==> src/rtl/cmp_hit_counter.sv <==
// Comparator hit sampler: samples both synchronized comparator outputs a fixed
// delay after each reported strobe and accumulates per-channel hit counts.
//   state      | meaning
//   S_IDLE     | waiting for start_i
//   S_WAIT_STB | run active, waiting for the next strobe report
//   S_DELAY    | settling delay after a strobe, down-counting to terminal count
//   S_SAMPLE   | one cycle: count the strobe and comparator hits
//   S_DONE     | one cycle: done_o pulse, counters hold
module cmp_hit_counter #(
  parameter int CNT_WIDTH    = 16,
  parameter int SYNC_STAGES  = 2,
  parameter int SAMPLE_DELAY = 2
) (
  input  logic                 clk_i,
  input  logic                 arstn_i,
  input  logic                 start_i,
  input  logic                 abort_i,
  input  logic [CNT_WIDTH-1:0] n_stb_i,
  input  logic                 stb_valid_i,
  input  logic                 cmp1_i,
  input  logic                 cmp2_i,
  output logic                 busy_o,
  output logic                 done_o,
  output logic                 overrun_o,
  output logic [CNT_WIDTH-1:0] total_o,
  output logic [CNT_WIDTH-1:0] hits1_o,
  output logic [CNT_WIDTH-1:0] hits2_o
);

  localparam int DLY_W = (SAMPLE_DELAY > 1) ? $clog2(SAMPLE_DELAY) : 1;
  localparam logic [DLY_W-1:0] DLY_LOAD = DLY_W'(SAMPLE_DELAY - 1);

  typedef enum logic [2:0] {
    S_IDLE,
    S_WAIT_STB,
    S_DELAY,
    S_SAMPLE,
    S_DONE
  } state_t;

  state_t                 state_q, state_d;
  logic [DLY_W-1:0]       dly_q, dly_d;
  logic [CNT_WIDTH-1:0]   n_q, n_d;
  logic [CNT_WIDTH-1:0]   total_q, total_d;
  logic [CNT_WIDTH-1:0]   hits1_q, hits1_d;
  logic [CNT_WIDTH-1:0]   hits2_q, hits2_d;
  logic                   ovr_q, ovr_d;
  logic [SYNC_STAGES-1:0] sync1_q, sync2_q;
  logic                   cmp1_s, cmp2_s;
  logic [CNT_WIDTH-1:0]   total_inc;

  always_ff @(posedge clk_i or negedge arstn_i) begin
    if (!arstn_i) begin
      sync1_q <= '0;
      sync2_q <= '0;
    end else begin
      sync1_q <= {sync1_q[SYNC_STAGES-2:0], cmp1_i};
      sync2_q <= {sync2_q[SYNC_STAGES-2:0], cmp2_i};
    end
  end

  assign cmp1_s    = sync1_q[SYNC_STAGES-1];
  assign cmp2_s    = sync2_q[SYNC_STAGES-1];
  assign total_inc = total_q + CNT_WIDTH'(1);

  always_ff @(posedge clk_i or negedge arstn_i) begin
    if (!arstn_i) begin
      state_q <= S_IDLE;
      dly_q   <= '0;
      n_q     <= '0;
      total_q <= '0;
      hits1_q <= '0;
      hits2_q <= '0;
      ovr_q   <= 1'b0;
    end else begin
      state_q <= state_d;
      dly_q   <= dly_d;
      n_q     <= n_d;
      total_q <= total_d;
      hits1_q <= hits1_d;
      hits2_q <= hits2_d;
      ovr_q   <= ovr_d;
    end
  end

  always_comb begin
    state_d = state_q;
    dly_d   = dly_q;
    n_d     = n_q;
    total_d = total_q;
    hits1_d = hits1_q;
    hits2_d = hits2_q;
    ovr_d   = ovr_q;
    unique case (state_q)
      S_IDLE: begin
        // start wins over a coincident abort; abort alone does nothing here
        if (start_i) begin
          total_d = '0;
          hits1_d = '0;
          hits2_d = '0;
          ovr_d   = 1'b0;
          n_d     = n_stb_i;
          state_d = (n_stb_i == '0) ? S_DONE : S_WAIT_STB;
        end
      end
      S_WAIT_STB: begin
        if (abort_i) begin
          state_d = S_IDLE;
        end else if (stb_valid_i) begin
          dly_d   = DLY_LOAD;
          state_d = S_DELAY;
        end
      end
      S_DELAY: begin
        if (stb_valid_i) ovr_d = 1'b1;
        if (abort_i) begin
          state_d = S_IDLE;
        end else if (dly_q == '0) begin
          state_d = S_SAMPLE;
        end else begin
          dly_d = dly_q - DLY_W'(1);
        end
      end
      S_SAMPLE: begin
        if (stb_valid_i) ovr_d = 1'b1;
        if (abort_i) begin
          state_d = S_IDLE;
        end else begin
          total_d = total_inc;
          hits1_d = hits1_q + CNT_WIDTH'(cmp1_s);
          hits2_d = hits2_q + CNT_WIDTH'(cmp2_s);
          state_d = (total_inc == n_q) ? S_DONE : S_WAIT_STB;
        end
      end
      S_DONE: begin
        state_d = S_IDLE;
      end
      default: begin
        state_d = S_IDLE;
      end
    endcase
  end

  assign busy_o    = (state_q == S_WAIT_STB) || (state_q == S_DELAY) || (state_q == S_SAMPLE);
  assign done_o    = (state_q == S_DONE);
  assign overrun_o = ovr_q;
  assign total_o   = total_q;
  assign hits1_o   = hits1_q;
  assign hits2_o   = hits2_q;

endmodule

==> config.mk <==
export PLATFORM = sky130hd
export DESIGN_NAME = cmp_hit_counter
export DESIGN_NICKNAME = d
export VERILOG_FILES = /design/src/rtl/cmp_hit_counter.sv
export SDC_FILE = /design/constraint.sdc
export NUM_CORES = 1
export LEC_CHECK = 0
export ABC_AREA = 1
export ABC_CLOCK_PERIOD_IN_PS = 2550
export BUFFER_PORTS_ARGS = -buffer_cell sky130_fd_sc_hd__buf_2
export CORE_MARGIN = 1.5
export CORE_UTILIZATION = 30
export CTS_CLUSTER_DIAMETER = 100
export CTS_CLUSTER_SIZE = 8
export DETAILED_ROUTE_END_ITERATION = 10
export GPL_TIMING_DRIVEN = 0
export HOLD_SLACK_MARGIN = 0.12
export PLACE_DENSITY = 0.51
export SETUP_SLACK_MARGIN = 0.05
export SLEW_MARGIN = 20
export SYNTH_ARGS = -nofsm -noshare
export SYNTH_HDL_FRONTEND = slang
export SYNTH_SLANG_ARGS = --single-unit
==> constraint.sdc <==
create_clock -name clk_i -period 2.55 [get_ports clk_i]
set_clock_uncertainty 0.15 [all_clocks]
set_input_delay 0.1275 -clock clk_i [delete_from_list [all_inputs] [get_ports clk_i]]
set_output_delay 0.1275 -clock clk_i [all_outputs]
set_load 0.05 [all_outputs]
==> results of run 1 <==
Yosys cell counts, types with 3 or more instances:
library cell / number
nand2_1: 116
dfrtp_1: 73
inv_1: 63
nor2_1: 44
nand3_1: 34
o21ai_0: 29
a21oi_1: 13
nand4_1: 13
xor2_1: 11
nor3_1: 10
nand3b_1: 9
nor2_2: 9
nor2_4: 9
o22ai_1: 7
clkbuf_1: 6
a22o_1: 5
ha_1: 5
nand2_2: 4
nand3_2: 4
xnor2_1: 4
nand3_4: 3
nor3b_1: 3
layer usage:
layer / vias up / GRT usage (%) / share of wire, %
met4: 0 / 4.99 / 1.3
met3: 12 / 3.52 / 4.5
met5: - / 0 / 0
li1: 1843 / - / -
met2: 84 / 24.4 / 46
met1: 1705 / 22.3 / 48
worst max path at each step:
stage | end | slack, ps | cells past startpoint
after detailed placement | state_q[0]$_DFFE_PN0P_ | 250 | 12
after CTS | state_q[0]$_DFFE_PN0P_ | 250 | 12
final | total_o[9]$_DFFE_PN0P_ | 260 | 6
after global placement | state_q[0]$_DFFE_PN0P_ | 280 | 12
after global routing | state_q[0]$_DFFE_PN0P_ | 100 | 12
after floorplan | hits1_o[14]$_DFFE_PN0P_ | 120 | 13
cell families (layout without fill, tap and decap cells):
kind of cell / Yosys count / after routing
flops: 73 / 73
fa+ha+maj: 5 / 5
compound gates: 61 / 61
buf+inv: 74 / 185
simple gates: 268 / 268
xor+xnor: 16 / 16
critical path, cell delays in order (launching register included):
cell      delay (ps)
dfrtp_1          450
nor2_4           190
nand3_4          200
nand2_8          180
buf_2            270
clkbuf_1         520
o21ai_0          160
final cells by class:
cell class              instances  area, µm²
fillers                      1359       8040
multi-input cells             350       1970
flip-flops and latches         73       1830
repair buffers                 97        626
inverters                      65        249
clock buffers                  11        233
well taps                     176        220
clock inverters                 3       43.8
plain buffers                   9       35.0
registers in the layout, summed over array words and instances (netlist names):
register   count
hits1_o       16
hits2_o       16
n_q           16
total_o       16
state_q        3
sync1_q        2
sync2_q        2
dly_q          1
overrun_o      1
repair_timing:
action | CTS | global route
setup endpoints to repair | 0 | 1
endpoints found under the hold margin | 96 | 0
gates resized for setup | 0 | 1
hold buffers | 23 | 0
stage by stage:
stage	total power, µW	utilization [%]	instance area (µm²)	instances
5_1_grt	4010	39.3	5210	784
3_3_place_gp	2510	35.3	4670	746
2_1_floorplan	2210	-	4080	497
4_1_cts	3810	39.3	5210	784
6_report	3780	39.3	5210	784
3_5_place_dp	2540	35.5	4700	747
cells in the final DEF, fill, tap and decap left out, drive strengths merged:
| cell type | n |
|---|---|
| nand2 | 123 |
| xor2 | 11 |
| xnor2 | 4 |
| nand4 | 14 |
| ha | 5 |
| or2 | 1 |
| nor3b | 4 |
| clkinv | 2 |
| o21ai | 31 |
| bufinv | 1 |
| buf | 77 |
| a211oi | 2 |
| nor4 | 1 |
| a21oi | 13 |
| dlygate4sd3 | 23 |
| xnor3 | 1 |
| o21a | 2 |
| nand3b | 9 |
| a22o | 5 |
| nand3 | 41 |
| nor3 | 12 |
| dfrtp | 73 |
| o22ai | 7 |
| inv | 65 |
| nor2 | 63 |
| o221a | 1 |
| clkbuf | 17 |
power by group through the flow:
| stage | combinational, µW | sequential [µW] | clock (µW) |
|---|---|---|---|
| 3_3_place_gp | 1010 | 1500 | 0 |
| 2_1_floorplan | 674 | 1540 | 0 |
| 6_report | 1050 | 1500 | 1230 |
| 4_1_cts | 1060 | 1490 | 1260 |
| 3_5_place_dp | 1030 | 1510 | 0 |
| 5_1_grt | 1190 | 1520 | 1310 |
==> impl_metrics.csv, run 1 <==
group,metric,value,unit
status,outcome,"finished, final reports clean",
synthesis,synth-async-reset-ratio,100,%
critical_path,worstSetupStartpoint,"state_q[2]$_DFFE_PN0P_",
place,port_buffers,73,
timing,setup_viol,0,
critical_path,cp-start-kind,"register",
grt,grt_max_degree,43,
worst_hold_path,hold_class,"in2async",
finish,diodes,0,
critical_path,cp_max_fo,10,
floorplanning,floorplan.initialDensity,30.8,%
critical_path,arrival,2330,ps
timing,min_period,2290,ps
floorplanning,die_x,120,µm
synthesis,seq_area_frac_synth,44.7,%
synthesis,yosys_warnings,0,
critical_path,cp.required,2590,ps
synthesis,netlist.area_leader.share,44.7,%
floorplanning,core,0.0132,mm²
timing,worst_pin_slew,631,ps
detailed_routing,drt_iter0_markers,112,
grt,grt_pass1_wl,17800,µm
grt,overflow,0,
synthesis,syn_area,0.00408,mm²
critical_path,r2r_end,"total_o[9]$_DFFE_PN0P_",
synthesis,yosys.area_share.simple,34.3,%
grt,antenna_found_initial,0,
place,place_ws,255,ps
grt,grt_pass1_vias,3492,
critical_path,regToRegSetupSlack,260,ps
grt,grt_use_total,15.9,%
synthesis,synth_compound_area_share,8.67,%
synthesis,synthCells,497,
detailed_routing,first_pass_iters,4,
synthesis,synth_xor_area_share,3.77,%
critical_path,r2r_cells,6,
clock_tree,path_clk_slew,60,ps
timing,maxSlewViolCount,0,
clock_tree,cts_made_buffers,9,
power,switching_share,35.4,%
timing,fin_tns_setup,0,ps
timing,fmax,437,MHz
timing,fin_ws,262,ps
critical_path,criticalPathCategory,"reg2reg",
clock_tree,cts_buffer_depth,2,
clock_tree,post-cts-setup-buffers,0,
synthesis,avgSynthCellArea,8.22,µm²
synthesis,synth_top_family_by_area,"simple AND/OR/NAND/NOR gates",
detailed_routing,wirelength,10800,µm
detailed_routing,wl_per_cell,13.8,µm
floorplanning,fp.dieArea,0.0143,mm²
detailed_routing,vias,3644,
clock_tree,h-tree-depth,3,
synthesis,ys.flop_type,"dfrtp_1",
power,p_per_area,726,mW/mm²
detailed_routing,ant_nets,0,
finish,area.growth.synth_to_final,27.5,%
place,place_congestion,0.860,
synthesis,synthTopCellsByArea,"dfrtp_1 45%, nand2_1 11%, inv_1 5.8%",
critical_path,worst_setup_path_end_kind,"register",
power,p_clk_share,32.6,%
job,drv_cap,0,
synthesis,syn_nets,525,
finish,finalNetCount,633,
place,dp_hpwl,7950,µm
power,p_seq_share,39.6,%
detailed_routing,drcViolationCount,0,
synthesis,synth.largest_area_cell,"dfrtp_1",
clock_tree,cts-root-buf,"clkbuf_16",
power,irDropWorstVdd,0.000314,V
finish,layout-drive-gt1-share,21.4,%
clock_tree,cts_tree,"yes",
power,p_switching,1340,µW
timing,fin_crit_sh,89.7,%
synthesis,synthAdderAreaFrac,1.53,%
timing,hold_violations,0,
synthesis,synth_mux_area_share,0,%
floorplanning,die_y,120,µm
timing,rsz0062_at_grt,"no",
timing,holdWs,136,ps
clock_tree,worstSkewPairLatency,340,ps
timing,max-slew-margin-rel,58.0,%
power,p_int,2440,µW
critical_path,r2r_start,"state_q[2]$_DFFE_PN0P_",
power,power_frac_comb,27.9,%
detailed_routing,viasPerCell,4.65,
floorplanning,io_pins,74,
clock_tree,cts_num_sinks,73,
floorplanning,rows,42,
power,p_leak,0.00253,µW
synthesis,ys_ff_latch,73,
synthesis,ys_types,41,
synthesis,synth_edf_count,0,
No activity file was read; power rests on OpenSTA's default activity.
==> inputs of run 2 (changes only) <==
REMOVE_ABC_BUFFERS = 1   (was default)
==> run 2 against run 1 <==
  * Worst setup slack worse by 43 ps
  * Clock power down 7%
  * Via count down 1.3%
  * Maximum frequency down 1.9%
  * First-iteration DRC count up 90%
  * Flip-flop and latch count unchanged
  * Clock-buffer cell count up 1
  * Routed wire length down 3.2%
  * Core utilization down 0.22 points
==> impl_metrics.csv, run 2 (synthesized netlist as in run 1, its figures left out) <==
group,metric,value,unit
detailed_routing,ant_nets,0,
timing,worst_pin_slew,866,ps
critical_path,r2r_end,"hits1_o[14]$_DFFE_PN0P_",
detailed_routing,vias,3596,
floorplanning,die_x,120,µm
critical_path,slowest_stage,"dfrtp_1",
floorplanning,core,0.0132,mm²
critical_path,worst_setup_path_end_kind,"register",
clock_tree,cts-root-buf,"clkbuf_16",
grt,grt_pass1_wl,17300,µm
detailed_routing,drcViolationCount,0,
floorplanning,die_y,120,µm
finish,final_cell_mix,"116 x nand2_1, 73 x dfrtp_1, 72 x buf_2",
power,p_leak,0.00252,µW
floorplanning,floorplan.initialDensity,30.8,%
timing,hold_violations,0,
critical_path,criticalPathCategory,"reg2reg",
place,place_congestion,0.851,
detailed_routing,first_pass_iters,4,
grt,antenna_found_initial,0,
clock_tree,post-cts-setup-buffers,0,
floorplanning,io_pins,74,
grt,grt_max_degree,47,
critical_path,regToRegSetupSlack,220,ps
finish,area.growth.synth_to_final,26.8,%
clock_tree,worstSkewPairLatency,330,ps
floorplanning,fp.dieArea,0.0143,mm²
floorplanning,rows,42,
grt,grt_use_total,15.3,%
finish,diodes,0,
detailed_routing,drt_iter0_markers,213,
timing,rsz0062_at_grt,"no",
critical_path,cp.required,2580,ps
timing,fin_tns_setup,0,ps
detailed_routing,viasPerCell,4.63,
worst_hold_path,hold_class,"in2async",
place,dpl-instance-area,0.00466,mm²
timing,fmax,429,MHz
timing,max-slew-margin-rel,42.2,%
timing,setup_viol,0,
detailed_routing,wirelength,10500,µm
detailed_routing,wl_per_cell,13.5,µm
finish,layout-drive-gt1-share,21.6,%
finish,final_common_cell,"nand2_1",
critical_path,cp_max_fo,40,
critical_path,cp-start-kind,"register",
critical_path,r2r_start,"state_q[1]$_DFFE_PN0P_",
timing,fin_crit_sh,91.4,%
power,p_per_area,709,mW/mm²
critical_path,critPathMaxStageDelay,350,ps
timing,min_period,2330,ps
finish,finalNetCount,625,
grt,overflow,0,
grt,grt_pass1_vias,3527,
timing,maxSlewViolCount,0,
critical_path,path_cells,"inv_1 > nand2_2 > nor2_4 > nand2_8 > nand2_8 > nand2_4 > nor2_4 > nand2_2 > nor2_4 > nand2_2 > nor2_2 > nand2_1 > nor2_2 > nor3_2",
place,dp_cells,738,
critical_path,arrival,2360,ps
job,drv_cap,0,
critical_path,r2r_cells,14,
clock_tree,cts_buffer_depth,2,
clock_tree,cts_num_sinks,73,
status,outcome,"finished, final reports clean",
finish,fin_area,0.00518,mm²
timing,holdWs,124,ps
clock_tree,h-tree-depth,3,
power,irDropWorstVdd,0.000386,V
finish,final_cells,777,
clock_tree,cts_tree,"yes",
clock_tree,path_clk_slew,60,ps
place,dp_hpwl,7480,µm
place,port_buffers,73,
clock_tree,cts_made_buffers,9,
-- run 2: cell type report --
cell class / instances / area (µm²)
clock inverters: 3 / 17.5
fillers: 1412 / 8060
multi-input cells: 351 / 1990
repair buffers: 97 / 626
flip-flops and latches: 73 / 1830
clock buffers: 12 / 246
well taps: 176 / 220
inverters: 65 / 249
-- run 2: how the worst max path moves through the flow --
stage,from,end,slack [ps],cells past startpoint
finish,state_q[1]$_DFFE_PN0P_,hits1_o[14]$_DFFE_PN0P_,220,14
global route,state_q[1]$_DFFE_PN0P_,hits1_o[14]$_DFFE_PN0P_,50,14
CTS,state_q[1]$_DFFE_PN0P_,hits1_o[14]$_DFFE_PN0P_,80,14
detailed placement,state_q[1]$_DFFE_PN0P_,hits1_o[14]$_DFFE_PN0P_,90,14
global placement,state_q[1]$_DFFE_PN0P_,hits1_o[14]$_DFFE_PN0P_,150,14
floorplan,hits1_o[0]$_DFFE_PN0P_,hits1_o[14]$_DFFE_PN0P_,110,13
-- run 2: worst max-delay path, delay by kind of cell (launching register included) --
kind	cells	cell delay [ps]
buf+inv	1	160
flops	1	350
simple gates	13	1480
-- run 2: per-layer routing --
metal / GRT usage [%] / up-vias / part of all wire [%]
li1: - / 1827 / -
met1: 20.3 / 1700 / 48
met2: 24.7 / 59 / 47
met3: 3.04 / 10 / 3.5
met4: 5.36 / 0 / 1.4
met5: 0 / - / 0
-- run 2: metrics by stage --
stage                     util (%)  total power, µW  worst slack (ps)
after CTS                     39.0             3680              81.0
after floorplan                  -             2190               111
after global routing          39.1             3900              50.3
after detailed placement      35.2             2490              94.7
after global placement        35.0             2470               152
final                         39.1             3670               218
-- run 2: repair_timing --
action / in CTS / in global routing
resized for setup: 0 / 1
hold buffers: 23 / 0
hold endpoints to repair: 96 / 0
endpoints found under the setup margin: 0 / 9
-- run 2: where the power goes --
part / switching [µW] / internal [µW]
registers: 150 / 1330
clock network: 473 / 677
logic: 685 / 355
